==> src/rtl/muldiv_ctrl_pkg.sv <==
// Shared encodings and decode helpers for the M-extension multiply/divide controller.
package muldiv_ctrl_pkg;

  localparam int DATA_W = 32;

  localparam logic [2:0] OP_MUL    = 3'd0;
  localparam logic [2:0] OP_MULH   = 3'd1;
  localparam logic [2:0] OP_MULHSU = 3'd2;
  localparam logic [2:0] OP_MULHU  = 3'd3;
  localparam logic [2:0] OP_DIV    = 3'd4;
  localparam logic [2:0] OP_DIVU   = 3'd5;
  localparam logic [2:0] OP_REM    = 3'd6;
  localparam logic [2:0] OP_REMU   = 3'd7;

  localparam logic [1:0] S_IDLE = 2'd0;
  localparam logic [1:0] S_BUSY = 2'd1;
  localparam logic [1:0] S_DONE = 2'd2;

  localparam logic UNIT_MUL = 1'b0;
  localparam logic UNIT_DIV = 1'b1;

  localparam logic OPND_SIGNED   = 1'b0;
  localparam logic OPND_UNSIGNED = 1'b1;

  function automatic logic is_div(input logic [2:0] op);
    is_div = (op >= OP_DIV);
  endfunction

  function automatic logic a_unsigned(input logic [2:0] op);
    case (op)
      OP_MULH, OP_MULHSU, OP_DIV, OP_REM: a_unsigned = OPND_SIGNED;
      default:                            a_unsigned = OPND_UNSIGNED;
    endcase
  endfunction

  function automatic logic b_unsigned(input logic [2:0] op);
    case (op)
      OP_MULH, OP_DIV, OP_REM: b_unsigned = OPND_SIGNED;
      default:                 b_unsigned = OPND_UNSIGNED;
    endcase
  endfunction

  // Low word for MUL and remainders, high word for upper products and quotients.
  function automatic logic [DATA_W-1:0] select_result(input logic [2:0] op,
                                                      input logic [2*DATA_W-1:0] r);
    case (op)
      OP_MUL, OP_REM, OP_REMU: select_result = r[DATA_W-1:0];
      default:                 select_result = r[2*DATA_W-1:DATA_W];
    endcase
  endfunction

endpackage

==> src/rtl/muldiv_ctrl_if.sv <==
// Pipeline-side request/result signals and iterative-unit handshake of the muldiv controller.
interface muldiv_ctrl_if;
  import muldiv_ctrl_pkg::*;

  logic              req_valid_i;
  logic [2:0]        op_i;
  logic [DATA_W-1:0] rs1_i;
  logic [DATA_W-1:0] rs2_i;
  logic              flush_i;
  logic              stall_o;
  logic [DATA_W-1:0] result_o;
  logic              result_valid_o;

  logic                unit_start_o;
  logic                unit_mul_or_div_o;
  logic [DATA_W-1:0]   unit_op_a_o;
  logic [DATA_W-1:0]   unit_op_b_o;
  logic                unit_a_unsigned_o;
  logic                unit_b_unsigned_o;
  logic                unit_cancel_o;
  logic [2*DATA_W-1:0] unit_result_i;
  logic                unit_done_i;

  modport master (
    output req_valid_i, op_i, rs1_i, rs2_i, flush_i, unit_result_i, unit_done_i,
    input  stall_o, result_o, result_valid_o, unit_start_o, unit_mul_or_div_o,
           unit_op_a_o, unit_op_b_o, unit_a_unsigned_o, unit_b_unsigned_o, unit_cancel_o
  );

  modport slave (
    input  req_valid_i, op_i, rs1_i, rs2_i, flush_i, unit_result_i, unit_done_i,
    output stall_o, result_o, result_valid_o, unit_start_o, unit_mul_or_div_o,
           unit_op_a_o, unit_op_b_o, unit_a_unsigned_o, unit_b_unsigned_o, unit_cancel_o
  );
endinterface

==> src/rtl/muldiv_special.sv <==
// Combinational detection of divide-by-zero and signed overflow with their fixed {quotient, remainder}.
module muldiv_special
  import muldiv_ctrl_pkg::*;
(
  input  logic [2:0]          op,
  input  logic [DATA_W-1:0]   rs1,
  input  logic [DATA_W-1:0]   rs2,
  output logic                special,
  output logic [2*DATA_W-1:0] result
);

  logic div_zero;
  logic div_ovf;

  assign div_zero = is_div(op) && (rs2 == '0);
  // Only the signed forms can overflow: most negative divided by minus one.
  assign div_ovf  = ((op == OP_DIV) || (op == OP_REM)) &&
                    (rs1 == {1'b1, {(DATA_W-1){1'b0}}}) && (rs2 == '1);

  assign special = div_zero || div_ovf;
  assign result  = div_zero ? {{DATA_W{1'b1}}, rs1}
                            : {1'b1, {(DATA_W-1){1'b0}}, {DATA_W{1'b0}}};

endmodule

==> src/rtl/muldiv_ctrl.sv <==
// EX-stage controller sequencing an iterative multiply/divide unit.
// Optional result cache for repeated DIV-class operands: define MULDIV_CACHE_EN.
module muldiv_ctrl
  import muldiv_ctrl_pkg::*;
(
  input  logic         clk,
  input  logic         rst,
  muldiv_ctrl_if.slave bus
);

  logic [1:0]        state;
  logic [2:0]        op_q;
  logic [DATA_W-1:0] result_q;
  logic [DATA_W-1:0] op_a_q;
  logic [DATA_W-1:0] op_b_q;
  logic              a_uns_q;
  logic              b_uns_q;
  logic              mul_or_div_q;
  logic              start_q;

  logic                accept;
  logic                sp_hit;
  logic [2*DATA_W-1:0] sp_res;
  logic                cache_hit;
  logic [2*DATA_W-1:0] cache_res;
  logic                fast;
  logic [2*DATA_W-1:0] fast_res;

  muldiv_special u_special (
    .op      (bus.op_i),
    .rs1     (bus.rs1_i),
    .rs2     (bus.rs2_i),
    .special (sp_hit),
    .result  (sp_res)
  );

  assign accept = (state == S_IDLE) && bus.req_valid_i && !bus.flush_i;

`ifdef MULDIV_CACHE_EN
  logic                c_vld;
  logic [DATA_W-1:0]   c_a;
  logic [DATA_W-1:0]   c_b;
  logic                c_au;
  logic                c_bu;
  logic [2*DATA_W-1:0] c_res;
  logic                c_store;

  assign c_store   = (state == S_BUSY) && !bus.flush_i && bus.unit_done_i && is_div(op_q);
  assign cache_hit = c_vld && is_div(bus.op_i) &&
                     (c_a == bus.rs1_i) && (c_b == bus.rs2_i) &&
                     (c_au == a_unsigned(bus.op_i)) && (c_bu == b_unsigned(bus.op_i));
  assign cache_res = c_res;

  always_ff @(posedge clk or posedge rst) begin
    if (rst)
      c_vld <= 1'b0;
    else if (bus.flush_i || (accept && !is_div(bus.op_i)))
      c_vld <= 1'b0;
    else if (c_store)
      c_vld <= 1'b1;
  end

  // Entry payload is only meaningful while c_vld is set, so it carries no reset.
  always_ff @(posedge clk) begin
    if (c_store) begin
      c_a   <= op_a_q;
      c_b   <= op_b_q;
      c_au  <= a_uns_q;
      c_bu  <= b_uns_q;
      c_res <= bus.unit_result_i;
    end
  end
`else
  assign cache_hit = 1'b0;
  assign cache_res = '0;
`endif

  assign fast     = sp_hit || cache_hit;
  assign fast_res = sp_hit ? sp_res : cache_res;

  always_ff @(posedge clk or posedge rst) begin
    if (rst) begin
      state        <= S_IDLE;
      op_q         <= OP_MUL;
      op_a_q       <= '0;
      op_b_q       <= '0;
      a_uns_q      <= OPND_UNSIGNED;
      b_uns_q      <= OPND_UNSIGNED;
      mul_or_div_q <= UNIT_MUL;
      start_q      <= 1'b0;
      result_q     <= '0;
    end else begin
      start_q <= 1'b0;
      case (state)
        S_IDLE: begin
          if (accept) begin
            op_q         <= bus.op_i;
            op_a_q       <= bus.rs1_i;
            op_b_q       <= bus.rs2_i;
            a_uns_q      <= a_unsigned(bus.op_i);
            b_uns_q      <= b_unsigned(bus.op_i);
            mul_or_div_q <= is_div(bus.op_i) ? UNIT_DIV : UNIT_MUL;
            if (fast) begin
              result_q <= select_result(bus.op_i, fast_res);
              state    <= S_DONE;
            end else begin
              start_q <= 1'b1;
              state   <= S_BUSY;
            end
          end
        end
        // Flush outranks a coincident done; a late done then lands in IDLE and is ignored.
        S_BUSY: begin
          if (bus.flush_i) begin
            state <= S_IDLE;
          end else if (bus.unit_done_i) begin
            result_q <= select_result(op_q, bus.unit_result_i);
            state    <= S_DONE;
          end
        end
        S_DONE:  state <= S_IDLE;
        default: state <= S_IDLE;
      endcase
    end
  end

  assign bus.stall_o           = bus.req_valid_i && (state != S_DONE);
  assign bus.result_valid_o    = (state == S_DONE) && !bus.flush_i;
  assign bus.result_o          = result_q;
  assign bus.unit_cancel_o     = (state == S_BUSY) && bus.flush_i;
  assign bus.unit_start_o      = start_q;
  assign bus.unit_mul_or_div_o = mul_or_div_q;
  assign bus.unit_op_a_o       = op_a_q;
  assign bus.unit_op_b_o       = op_b_q;
  assign bus.unit_a_unsigned_o = a_uns_q;
  assign bus.unit_b_unsigned_o = b_uns_q;

endmodule

==> src/flat_wrapper.sv <==
// flat-port wrapper written by rule: the top's interface ports become plain ports
module muldiv_ctrl_flat import muldiv_ctrl_pkg::*;
  (clk, rst, bus_req_valid_i, bus_op_i, bus_rs1_i, bus_rs2_i, bus_flush_i, bus_unit_result_i, bus_unit_done_i, bus_stall_o, bus_result_o, bus_result_valid_o, bus_unit_start_o, bus_unit_mul_or_div_o, bus_unit_op_a_o, bus_unit_op_b_o, bus_unit_a_unsigned_o, bus_unit_b_unsigned_o, bus_unit_cancel_o);
  muldiv_ctrl_if bus_i ();
  input  logic clk;
  input  logic rst;
  input wire logic [$bits(bus_i.req_valid_i)-1:0] bus_req_valid_i;
  input wire logic [$bits(bus_i.op_i)-1:0] bus_op_i;
  input wire logic [$bits(bus_i.rs1_i)-1:0] bus_rs1_i;
  input wire logic [$bits(bus_i.rs2_i)-1:0] bus_rs2_i;
  input wire logic [$bits(bus_i.flush_i)-1:0] bus_flush_i;
  input wire logic [$bits(bus_i.unit_result_i)-1:0] bus_unit_result_i;
  input wire logic [$bits(bus_i.unit_done_i)-1:0] bus_unit_done_i;
  output wire logic [$bits(bus_i.stall_o)-1:0] bus_stall_o;
  output wire logic [$bits(bus_i.result_o)-1:0] bus_result_o;
  output wire logic [$bits(bus_i.result_valid_o)-1:0] bus_result_valid_o;
  output wire logic [$bits(bus_i.unit_start_o)-1:0] bus_unit_start_o;
  output wire logic [$bits(bus_i.unit_mul_or_div_o)-1:0] bus_unit_mul_or_div_o;
  output wire logic [$bits(bus_i.unit_op_a_o)-1:0] bus_unit_op_a_o;
  output wire logic [$bits(bus_i.unit_op_b_o)-1:0] bus_unit_op_b_o;
  output wire logic [$bits(bus_i.unit_a_unsigned_o)-1:0] bus_unit_a_unsigned_o;
  output wire logic [$bits(bus_i.unit_b_unsigned_o)-1:0] bus_unit_b_unsigned_o;
  output wire logic [$bits(bus_i.unit_cancel_o)-1:0] bus_unit_cancel_o;
  assign bus_i.req_valid_i = bus_req_valid_i;
  assign bus_i.op_i = bus_op_i;
  assign bus_i.rs1_i = bus_rs1_i;
  assign bus_i.rs2_i = bus_rs2_i;
  assign bus_i.flush_i = bus_flush_i;
  assign bus_i.unit_result_i = bus_unit_result_i;
  assign bus_i.unit_done_i = bus_unit_done_i;
  assign bus_stall_o = bus_i.stall_o;
  assign bus_result_o = bus_i.result_o;
  assign bus_result_valid_o = bus_i.result_valid_o;
  assign bus_unit_start_o = bus_i.unit_start_o;
  assign bus_unit_mul_or_div_o = bus_i.unit_mul_or_div_o;
  assign bus_unit_op_a_o = bus_i.unit_op_a_o;
  assign bus_unit_op_b_o = bus_i.unit_op_b_o;
  assign bus_unit_a_unsigned_o = bus_i.unit_a_unsigned_o;
  assign bus_unit_b_unsigned_o = bus_i.unit_b_unsigned_o;
  assign bus_unit_cancel_o = bus_i.unit_cancel_o;
  muldiv_ctrl u_core (.clk(clk), .rst(rst), .bus(bus_i));
endmodule
==> config.mk <==
export PLATFORM = sky130hd
export DESIGN_NAME = muldiv_ctrl_flat
export DESIGN_NICKNAME = d
export VERILOG_FILES = /design/src/rtl/muldiv_ctrl_pkg.sv /design/src/rtl/muldiv_ctrl_if.sv /design/src/rtl/muldiv_special.sv /design/src/rtl/muldiv_ctrl.sv /design/src/flat_wrapper.sv
export SDC_FILE = /design/constraint.sdc
export NUM_CORES = 1
export LEC_CHECK = 0
export BUFFER_PORTS_ARGS = -buffer_cell sky130_fd_sc_hd__clkbuf_2
export CAP_MARGIN = 20
export CORE_MARGIN = 3
export CORE_UTILIZATION = 46
export DETAILED_ROUTE_END_ITERATION = 7
export GPL_ROUTABILITY_DRIVEN = 0
export PLACE_DENSITY = 0.88
export SYNTH_ARGS = -nofsm -noshare
export SYNTH_HDL_FRONTEND = slang
export SYNTH_SLANG_ARGS = --single-unit
export TNS_END_PERCENT = 30
==> constraint.sdc <==
create_clock -name clk -period 3.6 [get_ports clk]
set_clock_uncertainty 0.2 [all_clocks]
set_input_delay 0.36 -clock clk [delete_from_list [all_inputs] [get_ports clk]]
set_output_delay 0.36 -clock clk [all_outputs]
set_load 0.005 [all_outputs]
==> run summary <==
========================================================================================
Outcome ................................................................... complete, but fails checks
Violated checks ........................................................... negative hold slack
Clock latency on the worst-skew pair ......................................      0.35 ns
DIE WIDTH .................................................................       108 um
Flip-flop and latch count after synthesis .................................          105
Type of origin of the critical path .......................................         flop
Standard-cell row count ...................................................           36
Slowest cell on the critical path ......................................... sky130_fd_sc_hd__or4b_2
First-pass GRT wire length ................................................      23.9 mm
CTS hold repair buffers ...................................................            0
Leading post-synthesis cells by cell area ................................. sky130_fd_sc_hd__dfrtp_1 54%, sky130_fd_sc_hd__nand2_1 21%, sky130_fd_sc_hd__a22o_1 5.6%, sky130_fd_sc_hd__a31oi_1 4.2%, sky130_fd_sc_hd__nor2_1 2.8%
Maximum VDD drop ..........................................................     0.314 mV
Data required time of the worst path ......................................      3.64 ns
Max-cap check violation count .............................................            0
Pin slew with the least headroom to its limit .............................     0.938 ns
Leakage dissipation .......................................................      3.48 nW
Iteration count of the initial detailed-routing pass ......................            5
Total length of routed wires ..............................................      15.5 mm
WS Path Type .............................................................. flop to flop
Initial Util ..............................................................        48.3%
Boundary Pins .............................................................          239
Most common flop cell mapped by yosys ..................................... sky130_fd_sc_hd__dfrtp_1
Sum of negative setup slack ...............................................         0 ns
Chip height ...............................................................       108 um
Most used standard cell by instance count after synthesis ................. sky130_fd_sc_hd__nand2_1
Drt via density ...........................................................         5.27
Pwr Total .................................................................      3.54 mW
Count of fill cells added during filler insertion .........................          926
Peak per-stage delay on the critical path .................................      1.13 ns
Post-synth EDFFs ..........................................................            0
Routed wire length per instance ...........................................      16.7 um
Critical path's most frequent cell ........................................ sky130_fd_sc_hd__nand2_1
Floorplan die area ........................................................   11,700 um2
Number of sinks driven by the clock tree ..................................          105
Final setup violating endpoints ...........................................            0
Fraction of registers with async set or reset after synthesis .............         100%
Standard cell core area ...................................................     9950 um2
Buffer type at the clock tree root ........................................ sky130_fd_sc_hd__clkbuf_8
Clock-pin slew on the worst setup and hold paths ..........................      0.10 ns
Worst-case clock buffer depth .............................................            2
Nets ......................................................................          928
Synth cell count leaders .................................................. 270 x sky130_fd_sc_hd__nand2_1, 103 x sky130_fd_sc_hd__dfrtp_1, 36 x sky130_fd_sc_hd__nor2_1
Util after Layout .........................................................        63.5%
Min Clock Period, post-route ..............................................      2.52 ns
Portion of the clock cycle consumed by the worst path in the final layout .        70.0%
Top-area cell type share of the netlist area ..............................        53.6%
Worst Setup Slack post-DPL ................................................     0.806 ns
Pin count of the biggest net entering global routing ......................           73
PnR worst setup slack .....................................................      1.08 ns
CTS tree ..................................................................        built
Hold slack ................................................................  -0.00426 ns
Pwr dens ..................................................................   560 nW/um2
Kind of capture point of the worst setup path .............................         flop
Fraction of layout instances using a drive strength above 1 ...............        34.5%
Proportion of synthesized chip area in sequential cells ...................        54.7%
Max_slew headroom .........................................................        37.5%
Starting DRT DRC Count ....................................................          342
Clock buffers created by TritonCTS ........................................            9
GRT Overall Usage .........................................................        26.2%
Yosys Warn Count ..........................................................            0
Post-DRT Antenna Nets .....................................................            0
Number of antenna violations at the first check in global routing .........            0
Post-synth cell types .....................................................           31
Detailed Place HPWL .......................................................      11.8 mm
Hold Path Class ........................................................... input port to async pin
Antenna Diode Count .......................................................            0
Dominant cell type by area after synthesis ................................ sky130_fd_sc_hd__dfrtp_1
Area added between synthesis and finish ...................................        31.5%
Cell chain of the critical path ........................................... or4b_2 > buf_4 > nand2_1 > nand2_1
H-Tree Level Count ........................................................            3
Mean instance size in the synthesized netlist .............................     8.45 um2
Final Hold Viols ..........................................................            5
Post-CTS setup repair buffer count ........................................            0
Cell area after synthesis .................................................     4810 um2
Overflow left after global routing ........................................            0
Residual DRC count ........................................................            0
Vias in the first global route ............................................        4,654
Highest net fanout along the worst path ...................................           42
Signal arrival time at the worst endpoint .................................      2.56 ns
Number of slew-limit violations in the final report .......................            0
Highest attainable clock frequency ........................................    0.397 GHz
Setup repair after global routing missed its margin .......................        false
IO buf count ..............................................................          238
Cells after synthesis .....................................................          569
CTS resizes ...............................................................            0
Via count .................................................................        4,899
Synthesized Nets ..........................................................          705
========================================================================================
==> layout by cell type, fill, tap and decap left out, drive strengths merged, types with 4 or more instances in the layout <==
cell    synthesis  layout
a21oi           4       4
nand2         270     270
a22o           31      31
nor2           36      36
nor4           10      10
nor4b           5       5
nor3            8       8
a31oi          32      32
nand4           9       9
buf             3       9
dfrtp         103     103
clkbuf         32     249
==> cell type report <==
cell class                 instances  area [um2]  share of cell area [%]
clock buffer                      11         151                    2.40
inverter                           2        10.0                   0.158
timing repair buffer             247        1270                    20.1
clock inverter                     5        62.6                   0.990
tap                              133         166                    2.63
sequential                       105        2630                    41.6
multi-input combinational        427        2030                    32.1
==> logic make-up after synthesis <==
| family | Yosys count | share of synthesized area [%] |
|---|---|---|
| simple gates | 351 | 30.1 |
| flops | 105 | 54.7 |
| compound gates | 73 | 11.2 |
| buf+inv | 37 | 3.36 |
| mux | 2 | 0.442 |
| xor+xnor | 1 | 0.182 |
==> worst max-delay path: cells and delay by family (launching register included) <==
| kind | cells | cell delay [ns] |
|---|---|---|
| buf+inv | 1 | 0.41 |
| flops | 1 | 0.47 |
| simple gates | 3 | 1.30 |
==> power breakdown <==
| group | internal (mW) | switching [mW] | total (mW) |
|---|---|---|---|
| Clock | 0.364 | 0.400 | 0.764 |
| Sequential | 1.50 | 0.188 | 1.68 |
| Combinational | 0.513 | 0.582 | 1.09 |
==> stage by stage <==
stage	instances	hold slack (ns)	cell area, um2
floorplan	569	0.247	4810
global placement	914	0.256	6110
CTS	930	0.0103	6320
detailed placement	914	0.262	6110
finish	930	-0.00426	6320
global route	930	0.0163	6320
==> final timing paths <==
kind,start,endpoint,slack (ns),depth (start not counted)
max in group asynchronous,rst,u_core.bus.unit_op_a_o[26],2.52,3
min reg2reg,u_core.bus.unit_a_unsigned_o,u_core.bus.unit_a_unsigned_o,0.28,2
max reg2reg,u_core.state[1],u_core.bus.unit_op_b_o[22],1.08,4
min,rst,u_core.bus.unit_op_b_o[0],-0.004,2
max,u_core.state[1],u_core.bus.unit_op_b_o[22],1.08,4
min in group clk,bus_rs1_i[8],u_core.bus.unit_op_a_o[8],0.03,3
==> routing by layer <==
layer  share of wire [%]  GRT usage, %  routed length, um  vias up
met4                 2.2          8.57                334        0
met5                   0             0                  0        -
met2                  50          43.2               7710      222
met1                  42          35.3               6500     2297
li1                    -             -                  -     2349
met3                 6.3          4.36                985       31
==> sequential cells by signal, indices dropped and copies added (netlist names) <==
name,flops
u_core.bus.unit_b_unsigned_o,1
u_core.bus.unit_start_o,1
u_core.bus.unit_mul_or_div_o,1
u_core.op_q,3
u_core.bus.unit_op_b_o,32
u_core.bus.result_o,32
u_core.bus.unit_a_unsigned_o,1
u_core.bus.unit_op_a_o,32
u_core.state,2
No activity file was read; power rests on OpenSTA's default activity.
